$ cat src/rtl/memory_port_arbiter.sv
// memory_port_arbiter: shares the single unified memory port between the core
// and a secondary (debug/DMA) master. One transaction at a time, round-robin
// on ties, req/ack handshake toward memory with a watchdog timeout.
module memory_port_arbiter #(
  parameter int unsigned TIMEOUT_CYCLES = 64,
  parameter int unsigned CNT_WIDTH      = $clog2(TIMEOUT_CYCLES + 1)
) (
  input  logic        clock,
  input  logic        reset,
  // core master
  input  logic        core_req,
  input  logic        core_we,
  input  logic [31:0] core_addr,
  input  logic [31:0] core_wdata,
  input  logic [2:0]  core_format,
  output logic        core_ready,
  output logic [31:0] core_rdata,
  // secondary master
  input  logic        dma_req,
  input  logic        dma_we,
  input  logic [31:0] dma_addr,
  input  logic [31:0] dma_wdata,
  input  logic [2:0]  dma_format,
  output logic        dma_ready,
  output logic [31:0] dma_rdata,
  // memory side
  output logic        mem_req,
  output logic        mem_we,
  output logic [31:0] mem_addr,
  output logic [31:0] mem_wdata,
  output logic [2:0]  mem_format,
  input  logic        mem_ack,
  input  logic [31:0] mem_rdata,
  output logic        bus_error
);

  localparam int unsigned DATA_W   = 32;
  localparam int unsigned FMT_W    = 3;
  localparam logic [FMT_W-1:0] FMT_WORD = 3'b010;

  typedef enum logic {IDLE, BUSY} state_e;
  typedef enum logic {GNT_CORE, GNT_DMA} gnt_e;

  typedef struct packed {
    logic              we;
    logic [DATA_W-1:0] addr;
    logic [DATA_W-1:0] wdata;
    logic [FMT_W-1:0]  format;
  } mem_cmd_t;

  localparam mem_cmd_t CMD_RESET = '{we: 1'b0, addr: '0, wdata: '0, format: FMT_WORD};

  state_e               state_q, state_d;
  gnt_e                 last_q, last_d;
  gnt_e                 grant_q, grant_d;
  logic [CNT_WIDTH-1:0] cnt_q, cnt_d;
  mem_cmd_t             cmd_q, cmd_d;

  mem_cmd_t          core_cmd;
  mem_cmd_t          dma_cmd;
  logic              timeout_hit;
  logic              done;
  logic [DATA_W-1:0] rdata_sel;

  assign core_cmd = '{we: core_we, addr: core_addr, wdata: core_wdata, format: core_format};
  assign dma_cmd  = '{we: dma_we,  addr: dma_addr,  wdata: dma_wdata,  format: dma_format};

  // Watchdog expires on the last allowed request cycle
  assign timeout_hit = (cnt_q == CNT_WIDTH'(TIMEOUT_CYCLES - 1));

  // Memory-side outputs are decodes of registered state only
  assign mem_req    = (state_q == BUSY);
  assign mem_we     = cmd_q.we;
  assign mem_addr   = cmd_q.addr;
  assign mem_wdata  = cmd_q.wdata;
  assign mem_format = cmd_q.format;

  // State, grant bookkeeping, watchdog and latched command
  always_ff @(posedge clock) begin
    if (reset) begin
      state_q <= IDLE;
      last_q  <= GNT_DMA;
      grant_q <= GNT_CORE;
      cnt_q   <= '0;
      cmd_q   <= CMD_RESET;
    end else begin
      state_q <= state_d;
      last_q  <= last_d;
      grant_q <= grant_d;
      cnt_q   <= cnt_d;
      cmd_q   <= cmd_d;
    end
  end

  // Arbitration, completion/timeout detection and ready/rdata steering
  always_comb begin
    state_d    = state_q;
    last_d     = last_q;
    grant_d    = grant_q;
    cnt_d      = cnt_q;
    cmd_d      = cmd_q;
    done       = 1'b0;
    rdata_sel  = '0;
    bus_error  = 1'b0;
    core_ready = 1'b0;
    dma_ready  = 1'b0;
    core_rdata = '0;
    dma_rdata  = '0;

    case (state_q)
      IDLE: begin
        // core wins unless dma also requests and core won last time
        if (core_req && (!dma_req || (last_q == GNT_DMA))) begin
          grant_d = GNT_CORE;
          cmd_d   = core_cmd;
          cnt_d   = '0;
          state_d = BUSY;
        end else if (dma_req) begin
          grant_d = GNT_DMA;
          cmd_d   = dma_cmd;
          cnt_d   = '0;
          state_d = BUSY;
        end
      end
      BUSY: begin
        // an ack in the final watchdog cycle still completes normally
        if (mem_ack) begin
          done      = 1'b1;
          rdata_sel = mem_rdata;
          last_d    = grant_q;
          state_d   = IDLE;
        end else if (timeout_hit) begin
          done      = 1'b1;
          bus_error = 1'b1;
          state_d   = IDLE;
        end else begin
          cnt_d = cnt_q + CNT_WIDTH'(1);
        end
      end
      default: state_d = IDLE;
    endcase

    if (done) begin
      if (grant_q == GNT_CORE) begin
        core_ready = 1'b1;
        core_rdata = rdata_sel;
      end else begin
        dma_ready = 1'b1;
        dma_rdata = rdata_sel;
      end
    end
  end

endmodule

$ cat config.mk
export PLATFORM = sky130hd
export DESIGN_NAME = memory_port_arbiter
export DESIGN_NICKNAME = d
export VERILOG_FILES = /design/src/rtl/memory_port_arbiter.sv
export SDC_FILE = /design/constraint.sdc
export NUM_CORES = 1
export LEC_CHECK = 0
export BUFFER_PORTS_ARGS = -buffer_cell sky130_fd_sc_hd__buf_4
export CAP_MARGIN = 5
export CELL_PAD_IN_SITES_DETAIL_PLACEMENT = 1
export CELL_PAD_IN_SITES_GLOBAL_PLACEMENT = 1
export CORE_ASPECT_RATIO = 0.5
export CORE_MARGIN = 2
export CORE_UTILIZATION = 24
export DETAILED_ROUTE_END_ITERATION = 10
export HOLD_SLACK_MARGIN = 0.05
export PLACE_DENSITY = 0.88
export SYNTH_ARGS = -nofsm -noshare
export SYNTH_HDL_FRONTEND = slang
export SYNTH_SLANG_ARGS = --single-unit
$ cat constraint.sdc
create_clock -name clock -period 1.4 [get_ports clock]
set_clock_uncertainty 0.1 [all_clocks]
set_input_delay 0 -clock clock [delete_from_list [all_inputs] [get_ports clock]]
set_output_delay 0 -clock clock [all_outputs]
set_load 0.02 [all_outputs]
After elaboration in Yosys (flattened, before gate mapping)
Cells that the tools add are included.
{ "op_classes": {"reduce_logical": 7, "mux": 29, "addsub": 1, "bitwise": 1, "div_mod_pow": 0, "shift": 0, "magnitude_cmp": 0, "n_eq_ne": 4, "n_mul": 0} }
{ "ops": {"columns": ["cell", "n"], "rows": [
  ["2-to-1 mux 32 bit", 6],
  ["2-to-1 mux 68 bit", 2],
  ["2-to-1 mux 7 bit", 4],
  ["2-to-1 mux 1 bit", 15],
  ["one-hot mux 7 bit (2 select lines)", 1],
  ["adder 7 x 1 -> 7 bit (second input constant)", 1],
  ["== test 7 x 6 -> 1 bit (second input constant)", 1],
  ["!= test 2 bit (second input constant)", 2],
  ["AND reduction 2 bit", 2],
  ["!= test 3 bit (second input constant)", 1],
  ["AND reduction 3 bit", 1],
  ["one-hot mux 1 bit (2 select lines)", 1],
  ["nonzero test 2 bit", 1],
  ["logical AND 1 bit", 1],
  ["zero test 1 bit", 1],
  ["logical OR 1 bit", 1],
  ["inverter 1 bit", 1]
]} }
{ "totals": {"inputBits": 173, "latchBits": 0, "regBits": 78, "romBits": 0, "mem_bits_rw": 0, "mem_count": 0} }

Depth between registers and ports, before layout
Gate-level depths: netlist of run 1.
{ "logic_depth": {"ltp_word": 5, "ltp_mapped": 7, "mapped_depth_nobuf": 5} }

Worst setup path before layout of run 1
No wires, ideal clock.
{ "synth_timing": {"path_type": "flip-flop to output port", "startpoint": "register state_q (netlist: mem_req)", "endpoint": "output port dma_rdata[10]", "arrival_time_ps": 1444, "n_path_buf": 2, "slack_ps": -144, "path_stages_with_launch": 6, "required_time_ps": 1300, "path_cell_list": "dfxtp_1 > buf_2 > nand2_1 > nor2_1 > clkbuf_1 > and2_1"} }
{ "synth_via": {"elab_chain_len": 3, "word_cells_on_any_way": 4, "classes_between": "mux: 4"} }
{ "synth_rtl": {"columns": ["item", "line_no", "text"], "rows": [
  ["start, declared", "53", "state_e state_q, state_d;"],
  ["start signal, assigned", "87", "state_q <= state_d;"],
  ["2-to-1 mux 32 bit", "110", "case (state_q)"],
  ["2-to-1 mux 32 bit", "144", "if (grant_q == GNT_CORE) begin"],
  ["2-to-1 mux 32 bit *", "143", "if (done) begin"],
  ["end, declared", "25", "output logic [31:0] dma_rdata,"]
]} }
Every way passes the cells marked *; elsewhere a longest branch is shown, timed or not.

Worst setup path after layout of run 1
{ "layout_timing": {"startpoint": "register cnt_q[1]", "endpoint": "register cnt_q[5]"} }
{ "layout_via": {"elab_chain_len": 4, "word_cells_on_any_way": 7, "classes_between": "add/sub: 1; eq/ne: 2; mux: 3; reduce/logical: 1"} }
{ "layout_rtl": {"columns": ["item", "line_no", "text"], "rows": [
  ["start, declared", "56", "logic [CNT_WIDTH-1:0] cnt_q, cnt_d;"],
  ["start signal, assigned", "90", "cnt_q <= cnt_d;"],
  ["adder 7 x 1 -> 7 bit", "137", "cnt_d = cnt_q + CNT_WIDTH'(1);"],
  ["2-to-1 mux 7 bit", "132", "end else if (timeout_hit) begin"],
  ["2-to-1 mux 7 bit", "127", "if (mem_ack) begin"],
  ["one-hot mux 7 bit (2 select lines)", "110", null]
]} }
Parallel ways exist; a longest one is shown, timed or not. The select of a mux whose other input is x is not followed.
A chain may end at the register's enable or synchronous reset.

==> results.cfg, run 1 <==
[run_status]
status = complete, but fails checks
violations = negative setup slack

[global_route]
grtUsageTotal_pct = 32.30
antenna_found_initial = 5
grt_first_pass_wirelength_mm = 41.66
grt_pass1_vias = 6694
overflow = 0
grt_max_degree = 33

[route]
ant_nets = 0
vias = 6179
drt_pass1_iterations = 5
drtIter0Drc = 372
wire_per_inst_um = 27.87
viasPerCell = 5.192
routed_wl_mm = 33.17
drc = 0

[logic_synthesis]
synth_edf_count = 0
synth_ff_type = dfxtp_1
seq_area_frac_synth_pct = 39.61
synthArstFlopShare_pct = 0
synth_fp_nets = 616
syn_inst = 442
ys.warnings.count = 0
synth_cell_type_count = 38
synth-seq-cells = 78
syn_area_um2 = 3943
syn_area_per_cell_um2 = 8.920

[final_layout]
drive_gt1_share_pct = 64.26
final_nets = 1126
final_cell_mix = buf_4, dlygate4sd3_1, buf_6
fill_cells = 1648
fin_util_pct = 65.48
synthToLayoutAreaGrowth_pct = 169.5
stdcell_area_um2 = 10630
layout_commonest_cell = buf_4

[power]
ir_drop_v = 0.0007256
pwr-share-clk_pct = 28.6
p_sw_mw = 2.974
power_frac_comb_pct = 41.2
power_frac_seq_pct = 30.3
p_leak_nw = 4.692
p_int_mw = 5.652
p_per_area_nw_per_um2 = 811.9
swShare_pct = 34.48

[placement]
gp_congestion = 0.8386
io_buffer_count = 308
dpl.hpwl_mm = 13.62
place_area_um2 = 6795

[clock_network]
cts_tree = done
cts.sinks = 78
worst_skew_pair.late_latency_ns = 0.35
clkTransAtPathRegs_ns = 0.07
clockRootBuffer = clkbuf_16
ctsHtreeMaxLevel = 3
numCtsBuffers = 9
clk_path_buf_depth = 2

[worst_hold_path]
hp-class = input port to flop

[critical_path]
arrival_ns = 1.97
cp_max_fo = 3
crit_chain = ha_4, nand3b_1, buf_4, buf_6, o311ai_4, buf_4, o41ai_2
cpLargestDelayFamily = buffers and inverters
slowest_delay_ns = 0.36
cp-end-kind = flop
critPathKind = flop to flop
critPathMostFrequentCell = buf_4
path_buf_inv = 3
slowest_stage = dfxtp_4
rrSetupSlack_ns = -0.45
critPathRequiredTime_ns = 1.52
startpoint_type = flop

[floorplan]
die_h_um = 94.63
design.die.area_um2 = 17530
core.rowCount = 33
die_w_um = 185.3
ioPinCount = 309
core_um2 = 16230
start_util_pct = 24.30

[sta]
slew_violations = 0
hold_violations = 0
fin_crit_ns = 1.849
period_share_pct = 132.1
rsz0062_at_grt = yes
setup_viol = 144
max_freq_mhz = 540.9
relSlewSlack_pct = 69.51
setup_slack_ns = -0.4487
worst_pin_slew_ns = 0.4574

[job]
max_cap_violations = 0
per-layer routing:
| layer | routed length (um) | track usage (%) |
|---|---|---|
| met5 | 0 | 0 |
| met4 | 1629 | 18.92 |
| met3 | 2179 | 9.140 |
| met2 | 16640 | 57.62 |
| met1 | 12720 | 34.67 |
cells by family (layout without fill, tap and decap cells):
group	count (synthesis)	after routing	synth area share (%)
muxes	69	69	17.52
DFF	78	78	39.61
adders and majority gates	1	1	0.3173
and+or+nand+nor	168	168	21.42
buffers and inverters	42	556	5.363
AOI/OAI and AO/OA	84	85	15.77
other	0	6	0
state kept, by name, indices dropped and copies added, names as in the netlist:
register	cells
mem_wdata	32
mem_addr	32
mem_we	1
last_q	1
mem_req	1
cnt_q	7
grant_q	1
mem_format	3
worst paths after layout:
| check | startpoint | end | depth (start not counted) |
|---|---|---|---|
| max | cnt_q[1] | cnt_q[5] | 7 |
| min | mem_ack | last_q | 5 |
| max reg2reg | cnt_q[1] | cnt_q[5] | 7 |
| min reg2reg | mem_we | mem_we | 2 |
synthesized netlist by cell type, types with 2 or more instances:
master / n / area, um2
buf_2: 7 / 35.03
nor2_1: 77 / 289.0
inv_1: 2 / 7.510
clkbuf_1: 24 / 90.09
buf_8: 2 / 30.03
nand3_1: 6 / 30.03
dfxtp_1: 78 / 1562
a31oi_1: 2 / 12.51
a21oi_1: 3 / 15.01
a211oi_1: 67 / 503.0
nor3_1: 3 / 15.01
mux2i_1: 69 / 690.7
and2_1: 66 / 412.9
o21ai_0: 3 / 15.01
buf_4: 6 / 45.04
nand2_1: 5 / 18.77
stage by stage:
stage | hold slack [ns] | setup WS (ns) | cells | power [mW] | setup TNS, ns
floorplan | 0.07512 | 0.002639 | 442 | 3.546 | 0
global placement | 0.2172 | -0.09197 | 970 | 4.544 | -0.2376
detailed placement | 0.2272 | -0.1755 | 970 | 4.622 | -2.873
CTS | 0.09828 | -0.2613 | 1164 | 7.714 | -17.39
global route | 0.1976 | -0.4768 | 1189 | 8.821 | -35.19
finish | 0.2133 | -0.4487 | 1190 | 8.627 | -30.10
area by class of cell:
class,instances,area [um2],area share [%]
inverters,3,11.26,0.1060
clock buffers,10,229.0,2.155
clock inverters,6,62.56,0.5888
multi-input cells,323,3272,30.79
flip-flops and latches,78,1577,14.84
repair buffers,537,5175,48.70
diodes,6,15.01,0.1413
well taps,227,284.0,2.673
power groups by stage:
stage               combinational, mW  sequential (mW)  clock, mW
floorplan                       0.727             2.82          0
global placement                 1.96             2.58          0
detailed placement               2.02             2.60          0
CTS                              2.79             2.55       2.37
global route                     3.66             2.62       2.54
finish                           3.55             2.61       2.46
worst register-to-register path, delay by kind of cell, from the launching register on:
kind | cells | cell delay, ns
AND/OR/NAND/NOR | 1 | 0.18
buffers and inverters | 3 | 0.51
AO/OA/AOI/OAI | 2 | 0.42
adder cells (fa/ha/maj) | 1 | 0.14
flip-flops | 1 | 0.36
repair_timing:
action / 4_1_cts / 5_1_grt
buffers inserted: 25 / 31
endpoints found under the hold margin: 74 / 0
hold buffers: 138 / 0
cloned: 15 / 4
resized for setup: 113 / 245
endpoints found under the setup margin: 141 / 143
pin swaps: 53 / 83
Power figures use the tool's default switching activity.
==> run 2, diff against run 1 <==
--- a/config.mk
+++ b/config.mk
@@ -11,9 +11,9 @@
 export CELL_PAD_IN_SITES_GLOBAL_PLACEMENT = 1
 export CORE_ASPECT_RATIO = 0.5
-export CORE_MARGIN = 2
 export CORE_UTILIZATION = 24
 export DETAILED_ROUTE_END_ITERATION = 10
 export HOLD_SLACK_MARGIN = 0.05
 export PLACE_DENSITY = 0.88
+export SKIP_CTS_REPAIR_TIMING = 1
 export SYNTH_ARGS = -nofsm -noshare
 export SYNTH_HDL_FRONTEND = slang
==> constraint.sdc (replaced) <==
create_clock -name clock -period 1.4 [get_ports clock]
set_clock_uncertainty 0.1 [all_clocks]
set_input_delay 0.07 -clock clock [delete_from_list [all_inputs] [get_ports clock]]
set_output_delay 0.07 -clock clock [all_outputs]
set_load 0.02 [all_outputs]
==> results.cfg, run 2 (same netlist as run 1, synthesis figures left out) <==
[critical_path]
startpoint_type = flop
reg2reg_depth = 7
critPathKind = flop to output pin
slowest_delay_ns = 0.36
cpLargestDelayFamily = simple AND/OR/NAND/NOR gates
cp-end-kind = output pin
path_buf_inv = 1
critPathRequiredTime_ns = 1.23
crit_chain = ha_4, nand3b_1, nor2_4, o21ai_2, nor2_1, buf_4
r2r-end = cnt_q[2]
slowest_stage = dfxtp_4
cp_max_fo = 5
rrSetupSlack_ns = -0.30
arrival_ns = 1.60
r2r-start = cnt_q[1]

[placement]
dp_cells = 952
io_buffer_count = 308
gp_congestion = 0.7713
dpl.hpwl_mm = 13.04

[final_layout]
fin_util_pct = 54.84
n_antenna_cell = 0
final_cell_mix = buf_4, nor2_1, dfxtp_1
layout_commonest_cell = buf_4
synthToLayoutAreaGrowth_pct = 118.9
drive_gt1_share_pct = 58.54
final_nets = 1030
instances_no_fill = 1082

[power]
p_per_area_nw_per_um2 = 935.4
power_frac_comb_pct = 34.1
swShare_pct = 31.05
ir_drop_v = 0.0009052
p_sw_mw = 2.507
p_int_mw = 5.565
p_leak_nw = 4.148
power_frac_seq_pct = 31.9
total_power_mw = 8.072
pwr-share-clk_pct = 34.0

[sta]
whs_ns = -0.001580
worst_pin_slew_ns = 0.4469
relSlewSlack_pct = 70.21
fin_crit_ns = 1.774
period_share_pct = 126.7
hold_violations = 1
max_freq_mhz = 563.7
setup_viol = 144
slew_violations = 0
rsz0062_at_grt = yes
setup_slack_ns = -0.3740

[route]
ant_nets = 0
drc = 0
routed_wl_mm = 25.08
drt_pass1_iterations = 4
vias = 5327
viasPerCell = 4.923
wire_per_inst_um = 23.18
drtIter0Drc = 226

[clock_network]
numCtsBuffers = 9
cts.sinks = 78
ctsHtreeMaxLevel = 3
clockRootBuffer = clkbuf_16
clkTransAtPathRegs_ns = 0.06
worst_skew_pair.late_latency_ns = 0.33
cts_tree = done
clk_path_buf_depth = 2

[job]
max_cap_violations = 0

[worst_hold_path]
hold_end = mem_addr[15]
min_delay_path_depth = 3
min_from = core_addr[15]
hp-class = input port to flop

[global_route]
overflow = 0
grtUsageTotal_pct = 17.65
grt_first_pass_wirelength_mm = 23.52
antenna_found_initial = 0
grt_max_degree = 58
grt_pass1_vias = 4537

[floorplan]
die_w_um = 183.3
design.die.area_um2 = 16970
core.rowCount = 32
die_h_um = 92.63
core_um2 = 15740
start_util_pct = 25.06
ioPinCount = 309

[run_status]
violations = negative hold slack, negative setup slack
status = complete, but fails checks
[run 2: changes by cell type in the layout (fill, tap and decap cells not counted), moves of 7 or more]
| cell | change |
|---|---|
| dlygate4sd3_1 | -68 |
| buf_6 | -66 |
| buf_4 | +48 |
| and2_4 | -42 |
| mux2i_1 | +39 |
| and2_2 | +38 |
| mux2i_4 | -35 |
| a211oi_1 | +18 |
| a211oi_2 | -18 |
| buf_12 | -12 |
| clkbuf_16 | +10 |
| nor2_1 | +10 |
| nor2_2 | -7 |
[run 2: through the flow]
step	setup WS [ns]	hold WS, ns	area [um2]	TNS [ns]
detailed placement	-0.2380	0.2579	6673	-2.943
global route	-0.4471	0.03594	8630	-35.36
finish	-0.3740	-0.001580	8630	-28.81
CTS	-0.5554	-0.08574	7010	-28.75
global placement	-0.1332	0.2574	6673	-0.4546
floorplan	-0.01591	0.1496	4039	-0.4772
[run 2: cell type report]
type                    count  area [um2]
fillers                  1758        7106
well taps                 221       276.5
flip-flops and latches     78        1573
clock inverters             7       112.6
inverters                   3       11.26
repair buffers            441        3899
multi-input cells         323        2532
clock buffers               9       225.2
[run 2: worst register-to-register path: cells and delay by family (launching register included)]
family | cells | cell delay (ns)
AND/OR/NAND/NOR | 4 | 0.81
flip-flops | 1 | 0.36
buffers and inverters | 2 | 0.22
adder cells (fa/ha/maj) | 1 | 0.14
[run 2: worst max-delay path by stage]
stage                        start            end  depth (start not counted)
after floorplan            mem_req  dma_rdata[10]                          5
after global placement    cnt_q[1]       cnt_q[2]                          5
after CTS                 cnt_q[1]     core_ready                          6
final                     cnt_q[1]     core_ready                          6
after global routing      cnt_q[1]     core_ready                          6
after detailed placement  cnt_q[1]       cnt_q[2]                          5
[run 2: metal layers]
metal	track usage, %	routed length [um]
met1	19.20	9949
met2	35.58	12860
met3	2.989	1100
met4	3.750	1173
met5	0	0
[run 2: power groups by stage]
stage,combinational [mW],clock [mW],sequential [mW]
after global placement,1.91,0,2.58
after CTS,1.96,2.70,2.55
after detailed placement,1.96,0,2.60
after floorplan,0.729,0,2.82
after global routing,2.86,2.86,2.59
final,2.76,2.74,2.57
